File: src/rtl/uart_pkg.sv
// Shared definitions for the UART receiver: FSM states, parity modes, bit timing.
// Latency: n/a (types, constants and a constant function only).
// Backpressure: n/a.
package uart_pkg;

  // Receiver FSM states
  typedef enum logic [2:0] {
    ST_IDLE   = 3'd0,
    ST_START  = 3'd1,
    ST_DATA   = 3'd2,
    ST_PARITY = 3'd3,
    ST_STOP   = 3'd4
  } rx_state_e;

  // Parity selection values for the PARITY parameter
  localparam int PAR_NONE = 0;
  localparam int PAR_ODD  = 1;
  localparam int PAR_EVEN = 2;

  // System clocks per serial bit
  function automatic int clks_per_bit(input int clk_freq, input int baud_rate);
    return clk_freq / baud_rate;
  endfunction

endpackage

File: src/rtl/uart_rx_sync.sv
// Two-flop synchronizer for the serial line plus falling-edge detect on the synchronized value.
// Latency: rx_s trails rx by 2 clk; rx_fall is asserted the first cycle rx_s reads 0 after a 1.
// Backpressure: none, free-running.
//
// Ports: clk, rst_n (synchronous, active-low) | rx (async line) |
//        rx_s (synchronized line), rx_fall (1->0 on rx_s) |
//        rx_s_prev / rx_s_next (only with UART_RX_MAJORITY_EN): rx_s one cycle
//        earlier and the value rx_s will take on the next cycle.
// Build option: UART_RX_MAJORITY_EN exposes the 3-sample window used for voting.
module uart_rx_sync (
  input  logic clk,
  input  logic rst_n,
  input  logic rx,
`ifdef UART_RX_MAJORITY_EN
  output logic rx_s_prev,
  output logic rx_s_next,
`endif
  output logic rx_s,
  output logic rx_fall
);

  logic meta_q;
  logic sync_q;
  logic prev_q;

  // All three flops preset to idle-high so reset never fakes a start edge.
  always_ff @(posedge clk) begin
    if (!rst_n) begin
      meta_q <= 1'b1;
      sync_q <= 1'b1;
      prev_q <= 1'b1;
    end else begin
      meta_q <= rx;
      sync_q <= meta_q;
      prev_q <= sync_q;
    end
  end

  assign rx_s    = sync_q;
  assign rx_fall = prev_q & ~sync_q;

`ifdef UART_RX_MAJORITY_EN
  // meta_q is exactly what rx_s will be next cycle, which lets the vote
  // centre on the sample point without moving the sample point itself.
  assign rx_s_prev = prev_q;
  assign rx_s_next = meta_q;
`endif

endmodule

File: src/rtl/uart_rx_ext.sv
// UART receiver: start detect, mid-bit sampling, optional parity, 1-2 stop bits, held output word.
// Latency: rx_valid rises 1 clk after the last stop-bit sample.
// Backpressure: valid/ready hold register; a frame completing while held and not accepted is dropped with a 1-clk overrun pulse.
//
// Ports: clk, rst_n (synchronous, active-low) | rx (async serial line, idle high) |
//        rx_data/rx_valid/rx_ready (output word handshake) |
//        frame_err, parity_err (qualified by rx_valid) | overrun (1-clk pulse).
// Build option: UART_RX_MAJORITY_EN -- each bit is the 2-of-3 vote of rx_s at
//        sample-1, sample, sample+1; timing and latency are unchanged.
module uart_rx_ext #(
  parameter int CLK_FREQ  = 50_000_000,
  parameter int BAUD_RATE = 9600,
  parameter int DATA_BITS = 8,
  parameter int PARITY    = 0,
  parameter int STOP_BITS = 1
) (
  input  logic                 clk,
  input  logic                 rst_n,
  input  logic                 rx,
  output logic [DATA_BITS-1:0] rx_data,
  output logic                 rx_valid,
  input  logic                 rx_ready,
  output logic                 frame_err,
  output logic                 parity_err,
  output logic                 overrun
);

  import uart_pkg::*;

  localparam int CPB   = clks_per_bit(CLK_FREQ, BAUD_RATE);
  localparam int CNT_W = $clog2(CPB);
  localparam int IDX_W = 4;

  localparam logic [CNT_W-1:0] CNT_HALF  = CNT_W'(CPB / 2);
  localparam logic [CNT_W-1:0] CNT_LAST  = CNT_W'(CPB - 1);
  localparam logic [IDX_W-1:0] DATA_LAST = IDX_W'(DATA_BITS - 1);
  localparam logic [IDX_W-1:0] STOP_LAST = IDX_W'(STOP_BITS - 1);

  logic rx_s;
  logic rx_fall;
  logic bit_val;

`ifdef UART_RX_MAJORITY_EN
  logic rx_s_prev;
  logic rx_s_next;

  uart_rx_sync u_sync (
    .clk       (clk),
    .rst_n     (rst_n),
    .rx        (rx),
    .rx_s_prev (rx_s_prev),
    .rx_s_next (rx_s_next),
    .rx_s      (rx_s),
    .rx_fall   (rx_fall)
  );

  assign bit_val = (rx_s_prev & rx_s) | (rx_s & rx_s_next) | (rx_s_prev & rx_s_next);
`else
  uart_rx_sync u_sync (
    .clk     (clk),
    .rst_n   (rst_n),
    .rx      (rx),
    .rx_s    (rx_s),
    .rx_fall (rx_fall)
  );

  assign bit_val = rx_s;
`endif

  rx_state_e            state_q, state_d;
  logic [CNT_W-1:0]     clk_cnt_q, clk_cnt_d;
  logic [IDX_W-1:0]     bit_idx_q, bit_idx_d;
  logic [DATA_BITS-1:0] shift_q, shift_d;
  logic                 ferr_q, ferr_d;
  logic                 perr_q, perr_d;

  logic                 frame_done;
  logic                 frame_ferr;

  logic [DATA_BITS-1:0] rx_data_q;
  logic                 rx_valid_q;
  logic                 frame_err_q;
  logic                 parity_err_q;
  logic                 overrun_q;

  wire at_mid  = (clk_cnt_q == CNT_HALF);
  wire at_last = (clk_cnt_q == CNT_LAST);

  // ---------------- state register ----------------
  always_ff @(posedge clk) begin
    if (!rst_n) state_q <= ST_IDLE;
    else        state_q <= state_d;
  end

  // ---------------- next-state logic ----------------
  always_comb begin
    state_d = state_q;
    case (state_q)
      ST_IDLE:   if (rx_fall) state_d = ST_START;
      ST_START:  if (at_mid) state_d = bit_val ? ST_IDLE : ST_DATA;
      ST_DATA:   if (at_last && (bit_idx_q == DATA_LAST))
                   state_d = (PARITY != PAR_NONE) ? ST_PARITY : ST_STOP;
      ST_PARITY: if (at_last) state_d = ST_STOP;
      ST_STOP:   if (at_last && (bit_idx_q == STOP_LAST)) state_d = ST_IDLE;
      default:   state_d = ST_IDLE;
    endcase
  end

  // ---------------- datapath / output logic ----------------
  always_comb begin
    clk_cnt_d  = clk_cnt_q + 1'b1;
    bit_idx_d  = bit_idx_q;
    shift_d    = shift_q;
    ferr_d     = ferr_q;
    perr_d     = perr_q;
    frame_done = 1'b0;
    // Frame error including the stop sample being taken this cycle.
    frame_ferr = ferr_q | ~bit_val;
    case (state_q)
      ST_IDLE: begin
        clk_cnt_d = '0;
        bit_idx_d = '0;
        ferr_d    = 1'b0;
        perr_d    = 1'b0;
      end
      ST_START: begin
        if (at_mid) begin
          clk_cnt_d = '0;
          bit_idx_d = '0;
        end
      end
      ST_DATA: begin
        if (at_last) begin
          clk_cnt_d = '0;
          // Shift in from the top so the first (LSB) bit ends at bit 0.
          shift_d   = {bit_val, shift_q[DATA_BITS-1:1]};
          bit_idx_d = (bit_idx_q == DATA_LAST) ? '0 : bit_idx_q + 1'b1;
        end
      end
      ST_PARITY: begin
        if (at_last) begin
          clk_cnt_d = '0;
          perr_d    = ((^shift_q) ^ bit_val) != (PARITY == PAR_ODD);
        end
      end
      ST_STOP: begin
        if (at_last) begin
          clk_cnt_d  = '0;
          ferr_d     = frame_ferr;
          bit_idx_d  = bit_idx_q + 1'b1;
          frame_done = (bit_idx_q == STOP_LAST);
        end
      end
      default: clk_cnt_d = '0;
    endcase
  end

  always_ff @(posedge clk) begin
    if (!rst_n) begin
      clk_cnt_q <= '0;
      bit_idx_q <= '0;
      shift_q   <= '0;
      ferr_q    <= 1'b0;
      perr_q    <= 1'b0;
    end else begin
      clk_cnt_q <= clk_cnt_d;
      bit_idx_q <= bit_idx_d;
      shift_q   <= shift_d;
      ferr_q    <= ferr_d;
      perr_q    <= perr_d;
    end
  end

  // ---------------- output hold register ----------------
  // A completing frame may replace the held one only if it is being
  // accepted this same cycle (or nothing is held); otherwise it is lost.
  always_ff @(posedge clk) begin
    if (!rst_n) begin
      rx_data_q    <= '0;
      rx_valid_q   <= 1'b0;
      frame_err_q  <= 1'b0;
      parity_err_q <= 1'b0;
      overrun_q    <= 1'b0;
    end else begin
      overrun_q <= 1'b0;
      if (frame_done) begin
        if (!rx_valid_q || rx_ready) begin
          rx_data_q    <= shift_q;
          frame_err_q  <= frame_ferr;
          parity_err_q <= (PARITY != PAR_NONE) && perr_q;
          rx_valid_q   <= 1'b1;
        end else begin
          overrun_q <= 1'b1;
        end
      end else if (rx_valid_q && rx_ready) begin
        rx_valid_q <= 1'b0;
      end
    end
  end

  assign rx_data    = rx_data_q;
  assign rx_valid   = rx_valid_q;
  assign frame_err  = frame_err_q;
  assign parity_err = parity_err_q;
  assign overrun    = overrun_q;

endmodule
File: config.mk
export PLATFORM = sky130hd
export DESIGN_NAME = uart_rx_ext
export DESIGN_NICKNAME = d
export VERILOG_FILES = /design/src/rtl/uart_pkg.sv /design/src/rtl/uart_rx_sync.sv /design/src/rtl/uart_rx_ext.sv
export SDC_FILE = /design/constraint.sdc
export NUM_CORES = 1
export LEC_CHECK = 0
export CAP_MARGIN = 20
export CELL_PAD_IN_SITES_DETAIL_PLACEMENT = 1
export CELL_PAD_IN_SITES_GLOBAL_PLACEMENT = 2
export CORE_MARGIN = 2
export CORE_UTILIZATION = 32
export CTS_CLUSTER_DIAMETER = 60
export DETAILED_ROUTE_END_ITERATION = 8
export PLACE_DENSITY = 0.85
export SYNTH_ARGS = -nofsm -noshare
export SYNTH_HDL_FRONTEND = slang
export SYNTH_SLANG_ARGS = --single-unit
File: constraint.sdc
create_clock -name clk -period 1.8 [get_ports clk]
set_input_delay 0.27 -clock clk [delete_from_list [all_inputs] [get_ports clk]]
set_output_delay 0.27 -clock clk [all_outputs]
set_load 0.01 [all_outputs]
---- Yosys cells after proc, flatten, opt, wreduce, memory -nomap -nowiden ----
Index checks and enable logic that the tools add are counted.
storage, ports and cells
  bits in registers ....................... 43
  logic and storage cells ................. 73
cells by class
  muxes and demuxes ....................... 23
  bitwise gates (word level) .............. 3
  reductions and logical operators ........ 18
  eq/ne operators ......................... 15
  add/subtract/negate cells ............... 2
operators with widths
  operator                                          number
  2-to-1 mux 13 bit                                 2
  case mux 13 bit (2 select lines)                  1
  2-to-1 mux 4 bit                                  4
  case mux 4 bit (4 select lines)                   1
  2-to-1 mux 3 bit                                  5
  case mux 3 bit (5 select lines)                   1
  != test 2 bit (second input constant)             7
  adder 13 x 1 -> 13 bit (second input constant)    1
  == test 13 x 12 -> 1 bit (second input constant)  1
  == test 13 bit (second input constant)            1
  AND reduction 2 bit                               5
  2-to-1 mux 1 bit                                  7
  == test 3 x 2 -> 1 bit (second input constant)    2
  AND reduction 5 bit                               1
  adder 4 x 1 -> 4 bit (second input constant)      1
  == test 4 x 3 -> 1 bit (second input constant)    1
  zero test 4 bit                                   1
  AND reduction 4 bit                               1
  nonzero test 2 bit                                2
  nonzero test 4 bit                                1
  == test 3 x 1 -> 1 bit (second input constant)    1
  == test 3 bit (second input constant)             1
  logical AND 1 bit                                 3
  zero test 3 bit                                   1
  other kinds (9)                                   9

---- Depth between registers and ports, before layout ----
  depth in word-level cells ............... 5
  gate-level depth with buffers ........... 7
  depth with buffers taken out ............ 6

---- By module ----
Synthesis repeated with hierarchy kept, for this count alone.
second synthesis, totals
  cell total of the unflattened synthesis .. 220
  area total of the unflattened synthesis .. 1974.4 µm²
by module, submodules not included
  module        area each (µm²)  times used  cells each
  uart_rx_ext   1889.3           1           213
  uart_rx_sync  85.1             1           7

---- Least setup slack after synthesis ----
OpenSTA, ideal clock, no wires.
  kind .................................... register to register
  start point ............................. register clk_cnt_q[0]
  end point ............................... register bit_idx_q[0]
  path slack .............................. -0.033 ns
  stages on the path, launching flop included .. 8
  period minus slack after synthesis ...... 1.833 ns
  arrival ................................. 1.746 ns
  data required time ...................... 1.713 ns
  path buffers ............................ 1
  library setup time ...................... 0.087 ns
  cells stage by stage .................... dfxtp_1 inv_1 ha_1 nor4bb_1 and4_1 clkbuf_1 or4_1 o31ai_1
on the way
  longest elaborated chain between the ends .. 3
  elaborated cells on any way between the ends .. 6
  those cells by class .................... eq/ne: 5; reduce/logical: 1
RTL lines
  what                                                        RTL line                              RTL
  start, declared                                             uart_rx_ext.sv:71                     logic [CNT_W-1:0] clk_cnt_q, clk_cnt_d;
  start signal, assigned                                      uart_rx_ext.sv:166                    clk_cnt_q <= clk_cnt_d;
  == test 13 bit or == test 13 x 12 -> 1 bit (tied branches)  uart_rx_ext.sv:87, uart_rx_ext.sv:86
  != test 2 bit (no source line)                              --
  AND reduction 4 bit (no source line) *                      --
  end signal, assigned                                        uart_rx_ext.sv:167                    bit_idx_q <= bit_idx_d;
  end, declared                                               uart_rx_ext.sv:72                     logic [IDX_W-1:0] bit_idx_q, bit_idx_d;
Every way passes the cells marked *; elsewhere a longest branch is shown, timed or not.
A chain may end at the register's enable or synchronous reset.

---- Worst setup path after layout ----
  start point ............................. register clk_cnt_q[5]
  end point ............................... register shift_q[1]
on the way
  longest elaborated chain between the ends .. 2
RTL lines
  what                                  RTL line            RTL
  == test 13 bit                        uart_rx_ext.sv:87   wire at_last = (clk_cnt_q == CNT_LAST);
  AND reduction 2 bit (no source line)  --
  end signal, assigned                  uart_rx_ext.sv:168  shift_q <= shift_d;
  end, declared                         uart_rx_ext.sv:73   logic [DATA_BITS-1:0] shift_q, shift_d;
Every way passes these cells.

==> impl_metrics.tcl <==
set metrics [dict create \
    status "finished, final reports clean" \
    synth-seq-cells 43 \
    crit_arrival_ns 2.00 \
    fin_worst_hold_slack_ns 0.428 \
    drtAntennaViolNets 0 \
    setup.worst_path.start_class "flop" \
    die_x_um 86.4 \
    grt_overflow 0 \
    postSynthAreaPerCell_um2 8.62 \
    min_period_ns 1.78 \
    synth_warnings 0 \
    crit_end "shift_q[1]" \
    num-nets-final 299 \
    ir_drop_mv 0.374 \
    rr_startpoint "clk_cnt_q[5]" \
    synth.yosys.seq_area_share 0.396 \
    syn_nets 260 \
    clk_latency_ns 0.30 \
    synth.distinct_cells 50 \
    fmax_mhz 563 \
    r2r_cells 5 \
    syn-cell-area_um2 2170 \
    grt_pass1_wl_mm 9.33 \
    finClkSkew_ns 0.00916 \
    num_antenna_cells 0 \
    wire_per_inst_um 16.7 \
    vias_per_cell 5.50 \
    grt_max_degree 14 \
    fin_area_um2 2840 \
    p_leak_nw 0.934 \
    hp-start "u_sync.meta_q" \
    fp.dieArea_um2 7460 \
    utilization 0.425 \
    htreeDepth 2 \
    synthArstFlopShare 0 \
    placed_area_um2 2590 \
    synth_ff_type "dfxtp_1" \
    area_growth_pct 30.6 \
    grt_pass1_vias 2019 \
    clock_sinks 43 \
    place_congestion 0.813 \
    fillers 787 \
    cts_tree "done" \
    drc 0 \
    worstMarginPinSlew_ns 0.695 \
    clock_path_buffers 2 \
    maxCapViolCount 0 \
    dr.pass1.iters 4 \
    rows 30 \
    powerDensity_nw_per_um2 578 \
    io_pins 16 \
    hold_viol_final 0 \
    num_vias 2046 \
    drive_gt1_frac 0.274 \
    synth_edf_count 0 \
    synth_top_area_share 0.396 \
    port_buffers 14 \
    grt_antenna_before_repair 0 \
    critPathMaxFanout 5 \
    path_clk_slew_ns 0.08 \
    core_um2 6680 \
    worst_ep_required_time_ns 2.03 \
    min_period_over_period 0.988 \
    worstSetupStartpoint "clk_cnt_q[5]" \
    cts-root-buf "clkbuf_8" \
    final.setup.tns_ns 0 \
    r2r_end "shift_q[1]" \
    slew_violations 0 \
    holdBufCountCts 0 \
    total_power_w 0.00164 \
    layout_common_cells "dfxtp_1 (36), buf_4 (36), nor2_1 (23)" \
    synth.largest_area_cell "dfxtp_1" \
    routed_wl_mm 6.22 \
    holdCritPathClass "reg2reg" \
    rsz0062_at_grt "yes" \
    die_y_um 86.4 \
    setup_viol 0 \
    synth.area.top_cells "dfxtp_1 (40%), a21oi_1 (4.4%), nand4_1 (4.0%)" \
    cts_made_buffers 5 \
    synth_cells 252 \
    globalRouteTotalUtil 0.157 \
    worstSetupEndpointType "flop" \
    start_util 0.325 \
    r2r_setup_slack_ns 0.02 \
    relSlewSlack 0.536 \
    drtIter0Drc 73 \
    path_class "reg2reg" \
    post-dp-hpwl_mm 4.22 \
]
state kept, by name (all words and copies together) (netlist names):
register	flops
u_sync.prev_q	1
u_sync.rx_s	1
bit_idx_q	4
overrun	1
ferr_q	1
shift_q	8
rx_data	8
rx_valid	1
state_q	3
frame_err	1
u_sync.meta_q	1
clk_cnt_q	13
routing by layer:
layer  vias to the layer above  track usage  share of wire
li1                        999            -              -
met1                      1001        0.181           0.41
met2                        32        0.283           0.54
met3                        14       0.0343          0.026
met4                         0       0.0540          0.024
met5                         -            0              0
through the flow:
stage | instances | setup WS [ns]
after CTS | 369 | 0.00297
after floorplan | 252 | 0.00419
after global routing | 372 | -0.0915
after detailed placement | 361 | -0.201
final | 372 | 0.0223
after global placement | 361 | -0.0319
final cells by class:
class,instances,area [um^2],area share
multi-input combinational,180,1310,0.460
sequential,43,872,0.307
timing repair buffer,54,449,0.158
tap,80,100,0.0353
clock buffer,6,72.6,0.0256
inverter,7,26.3,0.00926
clock inverter,2,12.5,0.00441
critical path, stage by stage (launching register included):
cell,delay (ns)
dfxtp_2,0.34
or4b_4,0.57
nor3_2,0.27
clkdlybuf4s15_2,0.30
nand3_1,0.09
a21oi_1,0.15
logic make-up after synthesis:
kind of cell | after synthesis | synth area share
and+or+nand+nor | 113 | 0.316
AOI/OAI and AO/OA | 50 | 0.151
buffers and inverters | 29 | 0.0616
adders and majority gates | 4 | 0.0230
other | 1 | 0.00173
DFF | 43 | 0.396
muxes | 2 | 0.00922
xor gates and xnor gates | 10 | 0.0403
power by group:
group | internal (W) | total [W] | switching [W]
registers | 0.000954 | 0.000958 | 0.00000395
logic | 0.0000280 | 0.0000654 | 0.0000374
clock network | 0.000272 | 0.000617 | 0.000346
cell usage after synthesis (2+ instances only):
master	instances
nand2b_1	6
xor2_1	9
inv_1	7
mux2i_1	2
clkbuf_1	13
buf_6	2
nand4bb_1	2
ha_1	4
dfxtp_1	43
a32oi_1	2
o2111ai_1	2
a41oi_1	3
a31oi_1	2
a211oi_1	2
and4_1	5
nor4bb_1	8
a21oi_1	19
and2_1	2
nand3b_1	2
o21a_1	2
nand2_1	15
buf_2	5
nand4_1	14
nor2b_1	3
o21ai_0	4
nor2_1	23
nand3_1	17
o31ai_1	10
nor3_1	3
how the worst min path moves through the flow:
stage / cells past startpoint / end
floorplan: 1 / u_sync.meta_q
global placement: 1 / u_sync.rx_s
detailed placement: 1 / u_sync.rx_s
CTS: 1 / u_sync.rx_s
global route: 1 / u_sync.rx_s
finish: 1 / u_sync.rx_s
timing repair:
action | 4_1_cts | 5_1_grt
pin swaps | 3 | 4
endpoints found under the setup margin | 23 | 28
gates cloned | 0 | 2
setup buffers | 1 | 1
gates resized for setup | 8 | 26
No activity file was read; power rests on OpenSTA's default activity.
